===== config.mk =====
export PLATFORM = sky130hd
export DESIGN_NAME = tap_seq_ctrl
export DESIGN_NICKNAME = d
export VERILOG_FILES = /design/src/rtl/hsaf_pkg.sv /design/src/rtl/tap_counter.sv /design/src/rtl/tap_seq_ctrl.sv
export SDC_FILE = /design/constraint.sdc
export NUM_CORES = 1
export LEC_CHECK = 0
export ABC_AREA = 1
export BUFFER_PORTS_ARGS = -buffer_cell sky130_fd_sc_hd__buf_4
export CORE_ASPECT_RATIO = 0.9
export CORE_UTILIZATION = 50
export DETAILED_ROUTE_END_ITERATION = 8
export PLACE_DENSITY = 0.79
export SYNTH_ARGS = -nofsm -noshare
export SYNTH_HDL_FRONTEND = slang
export SYNTH_SLANG_ARGS = --single-unit

===== constraint.sdc =====
create_clock -name clk -period 2.7 [get_ports clk]
set_input_delay 0.135 -clock clk [delete_from_list [all_inputs] [get_ports clk]]
set_output_delay 0.135 -clock clk [all_outputs]
set_load 0.02 [all_outputs]

===== src/rtl/hsaf_pkg.sv =====
// hsaf_pkg: state encoding and width helpers shared by the tap sequencer.
package hsaf_pkg;
    typedef enum logic [2:0] {
        ST_IDLE     = 3'd0,
        ST_SHIFT    = 3'd1,
        ST_FILT     = 3'd2,
        ST_WAIT_ERR = 3'd3,
        ST_UPD      = 3'd4
    } state_t;

    function automatic int idx_w(input int n);
        return (n > 1) ? $clog2(n) : 1;
    endfunction

    function automatic int fill_w(input int n);
        return $clog2(n + 1);
    endfunction
endpackage


===== src/rtl/tap_counter.sv =====
// tap_counter: modulo-N tap index counter with synchronous clear.
module tap_counter
    import hsaf_pkg::*;
#(
    parameter int N = 16,
    localparam int IDXW = idx_w(N)
) (
    input  logic            clk,
    input  logic            reset,
    input  logic            clr,
    input  logic            en,
    output logic [IDXW-1:0] idx,
    output logic            last
);
    logic [IDXW-1:0] r_idx;

    assign idx  = r_idx;
    assign last = (r_idx == IDXW'(N - 1));

    always_ff @(posedge clk or posedge reset)
        if (reset)
            r_idx <= '0;
        else if (clr)
            r_idx <= '0;
        else if (en)
            r_idx <= last ? '0 : r_idx + 1'b1;
endmodule


===== src/rtl/tap_seq_ctrl.sv =====
// tap_seq_ctrl: accepts samples, shifts the delay line, and once primed walks
// the tap index through a filter pass and, after the error arrives, an update pass.
module tap_seq_ctrl
    import hsaf_pkg::*;
#(
    parameter int BITSIZE = 8,
    parameter int N = 16,
    localparam int IDXW = idx_w(N)
) (
    input  logic               clk,
    input  logic               reset,
    input  logic               in_valid,
    output logic               in_ready,
    input  logic [BITSIZE-1:0] in_data,
    input  logic               flush,
    input  logic               err_valid,
    output logic               shift_en,
    output logic [BITSIZE-1:0] shift_data,
    output logic               pipe_clr,
    output logic [IDXW-1:0]    tap_idx,
    output logic               tap_valid,
    output logic               upd_valid,
    output logic               tap_last,
    output logic               filt_done,
    output logic               primed,
    output logic               busy
);
    localparam int FW = fill_w(N);
    localparam logic [FW-1:0] FULL = FW'(N);

    state_t             r_state, w_next;
    logic [FW-1:0]      r_fill, w_fill_inc;
    logic [BITSIZE-1:0] r_data;
    logic               r_filt_done, r_pipe_clr, w_last, w_accept;

    tap_counter #(.N(N)) u_cnt (
        .clk  (clk),
        .reset(reset),
        .clr  (flush),
        .en   (tap_valid | upd_valid),
        .idx  (tap_idx),
        .last (w_last)
    );

    assign w_fill_inc = (r_fill == FULL) ? FULL : r_fill + 1'b1;
    assign w_accept   = (r_state == ST_IDLE) && in_valid && !flush;

    always_comb begin
        w_next = r_state;
        case (r_state)
            ST_IDLE:     w_next = in_valid ? ST_SHIFT : ST_IDLE;
            ST_SHIFT:    w_next = (w_fill_inc == FULL) ? ST_FILT : ST_IDLE;
            ST_FILT:     w_next = w_last ? ST_WAIT_ERR : ST_FILT;
            ST_WAIT_ERR: w_next = err_valid ? ST_UPD : ST_WAIT_ERR;
            ST_UPD:      w_next = w_last ? ST_IDLE : ST_UPD;
            default:     w_next = ST_IDLE;
        endcase
        if (flush)
            w_next = ST_IDLE;
    end

    always_ff @(posedge clk or posedge reset)
        if (reset) begin
            r_state     <= ST_IDLE;
            r_fill      <= '0;
            r_data      <= '0;
            r_filt_done <= 1'b0;
            r_pipe_clr  <= 1'b0;
        end else begin
            r_state     <= w_next;
            r_fill      <= flush ? '0 : (r_state == ST_SHIFT) ? w_fill_inc : r_fill;
            if (w_accept)
                r_data <= in_data;
            // filt_done is a one-shot marking entry to WAIT_ERR, not the whole wait
            r_filt_done <= !flush && tap_valid && w_last;
            r_pipe_clr  <= flush;
        end

    assign in_ready   = (r_state == ST_IDLE);
    assign busy       = (r_state != ST_IDLE);
    assign shift_en   = (r_state == ST_SHIFT);
    assign tap_valid  = (r_state == ST_FILT);
    assign upd_valid  = (r_state == ST_UPD);
    assign tap_last   = w_last && (tap_valid || upd_valid);
    assign shift_data = r_data;
    assign filt_done  = r_filt_done;
    assign pipe_clr   = r_pipe_clr;
    assign primed     = (r_fill == FULL);
endmodule

==> results.md <==
- Status: complete, but fails checks
- Failing checks: hold timing
- Synthesis Warnings: 0
- Row count: 15
- Fin Setup TNS: 0 ps
- Layout net count: 188
- Crit path launch type: flop
- Synth Area in Simple Gates: 26.52%
- Vias per cell: 5.215
- CTS tree: yes
- Hpwl dp: 1.812 mm
- Syn nets: 152
- Leak Pwr: 0.7555 nW
- Vias: 1017
- Synth Area in XOR/XNOR: 0%
- Root buf cell: clkbuf_4
- FF+latch count, synth: 22
- Worst path bufs/invs: 2
- Core area: 2008 um2
- Portion of netlist area occupied by mux cells: 0%
- Sequential share of the synthesized area: 49.66%
- Clock Latency Late Sink: 300 ps
- Pwr/cell area: 462.1 nW/um2
- Synth Instances: 136
- DRT Pass-1 Iters: 4
- Hold WS: -19.23 ps
- Final Hold Viols: 22
- All-Layer GR Usage: 22.78%
- Share of layout cells above drive strength 1: 25.88%
- Hold buffer count at cts: 0
- Slew Viols, Final: 0
- Resize count post-CTS: 0
- Number of synthesized flops with an enable pin: 0
- Port Buffers: 33
- Crit path max fanout: 6
- Chip Height: 46.67 um
- Tmin final: 1596 ps
- Maximum clock frequency: 626.7 MHz
- DR iter-0 viols: 29
- Design Area, Final: 1394 um2
- Overall power: 0.6440 mW
- Top Ports: 34
- Pin slew with the least headroom to its limit: 817.0 ps
- Maximum VDD drop: 0.0003247 V
- Final setup violation count: 0
- # Max-Cap Violations: 0
- Clock-pin slew on the worst setup and hold paths: 120 ps
- Initial Util: 55.20%
- Post-synth ARST share: 100.0%
- Synth Area in Compound Gates: 11.85%
- H-tree depth: 1
- Setup repair after global routing missed its margin: false
- Largest family of logic cells by synthesized area: simple AND/OR/NAND/NOR gates
- Die X: 51.64 um
- DRC: 0
- Hold crit path type: primary input to async pin
- Worst Path Class, Setup: flop to primary output
- Global-route wire length before repair: 3.898 mm
- Top_reg_cell synth: dfrtp_1
- Adder-cell share of the synthesized area: 3.386%
- Gpl congestion: 0.8868
- Relative slew slack: 45.47%
- # diodes: 0
- Critical Path RT: 2570 ps
- CP delay by family, top: flip-flops
- WL/cell: 12.06 um
- Highest-delay cell along the critical path: dfrtp_1
- Placed cell area: 1371 um2
- CTS Buffer Depth: 2
- # fillers: 169
- Crit path arrival time: 1460 ps
- Most common cell in the synthesized netlist: nand2_1
- Worst Skew: 6.807 ps
- Top-area cell type share of the netlist area: 49.66%
- Post-CTS Setup Bufs: 0
- Vias in the first global route: 965
- Num CTS Buffers: 3
- Antenna violations before repair: 0
- Pin count of the biggest net entering global routing: 23
- Overflow after GRT: 0
- Top post-synthesis cells by count: nand2_1, dfrtp_1, inv_1
- Area Overhead vs Synth: 25.73%
- Period utilisation layout: 59.10%
- Cells along the critical path: nor2_2 > nand2_1 > nand2_2 > inv_2 > nor2_1 > buf_4
- Total wire length: 2.351 mm
- Dominant cell type by area after synthesis: dfrtp_1
- Final antenna-violating net count: 0
- Yosys cell types: 21
- Largest cells by area after synthesis: dfrtp_1, nand2_1, o21ai_0
- Synthesized area: 1109 um2
- Die Area: 2410 um2
- CP Capture Type: primary output
- Mean Syn Cell Area: 8.151 um2
- Multi-input combinational cell area: 462.9 um2
- Clock sinks: 22
- Reg area: 550.5 um2
- Critical path's largest stage delay: 470 ps
-- final timing paths --
check | startpoint | end | slack [ps] | cells past startpoint
worst max-delay path | r_state[0] | tap_last | 1100 | 6
worst max register to register | u_cnt.idx[0] | u_cnt.idx[0] | 1360 | 6
min in group clk | in_data[3] | shift_data[3] | 20 | 3
worst min-delay path | reset | shift_data[3] | -20 | 2
max in group asynchronous | reset | r_fill[0] | 2210 | 2
worst min register to register | shift_data[0] | shift_data[0] | 510 | 2
-- power breakdown --
group          switching, mW  internal (mW)
sequential            0.0131          0.352
clock                 0.0953         0.0521
combinational         0.0781         0.0539
total                  0.187          0.457
-- cells by family after synthesis --
family,count (synthesis)
AND/OR/NAND/NOR,63
AO/OA/AOI/OAI,25
buffers and inverters,23
flip-flops,22
adder cells (fa/ha/maj),3
-- metrics by stage --
step	cells	worst slack [ps]	utilization (%)
6_report	195	1104	69.41
5_1_grt	195	982.8	69.41
4_1_cts	195	1114	69.41
3_5_place_dp	192	1389	68.29
3_3_place_gp	192	1444	68.29
2_1_floorplan	136	1415	-
-- sequential cells by signal, summed over array words and instances, names as in the netlist --
signal	count
pipe_clr	1
r_fill	5
u_cnt.idx	4
r_state	3
filt_done	1
shift_data	8
-- worst reg2reg max path: cells and delay by family, from the launching register on --
family / cells / cell delay (ps)
flip-flops: 1 / 440
adder cells (fa/ha/maj): 1 / 230
AND/OR/NAND/NOR: 2 / 270
AO/OA/AOI/OAI: 2 / 260
buffers and inverters: 1 / 80
-- layer usage --
| layer | global-route usage [%] | up-vias | share of wire, % |
|---|---|---|---|
| li1 | - | 510 | - |
| met2 | 43.38 | 24 | 53 |
| met5 | 0 | - | 0 |
| met3 | 4.620 | 4 | 3.3 |
| met1 | 24.95 | 479 | 43 |
| met4 | 9.189 | 0 | 0.89 |
-- final cells by class --
cell class | instances | share of cell area, %
well taps | 25 | 2.244
repair buffers | 33 | 17.77
clock buffers | 3 | 1.616
flip-flops and latches | 22 | 39.50
inverters | 21 | 5.655
multi-input cells | 91 | 33.21
-- placed cells by master (no fill, tap or decap), drive strengths merged --
cell	netlist	routed
a21oi	6	6
a32oi	1	1
buf	1	33
clkbuf	1	3
dfrtp	22	22
ha	3	3
inv	21	21
nand2	34	34
nand3	10	10
nand4	3	3
nor2	15	15
nor3	1	1
o21ai	16	16
o22ai	2	2
(Power assumes the default switching activity.)
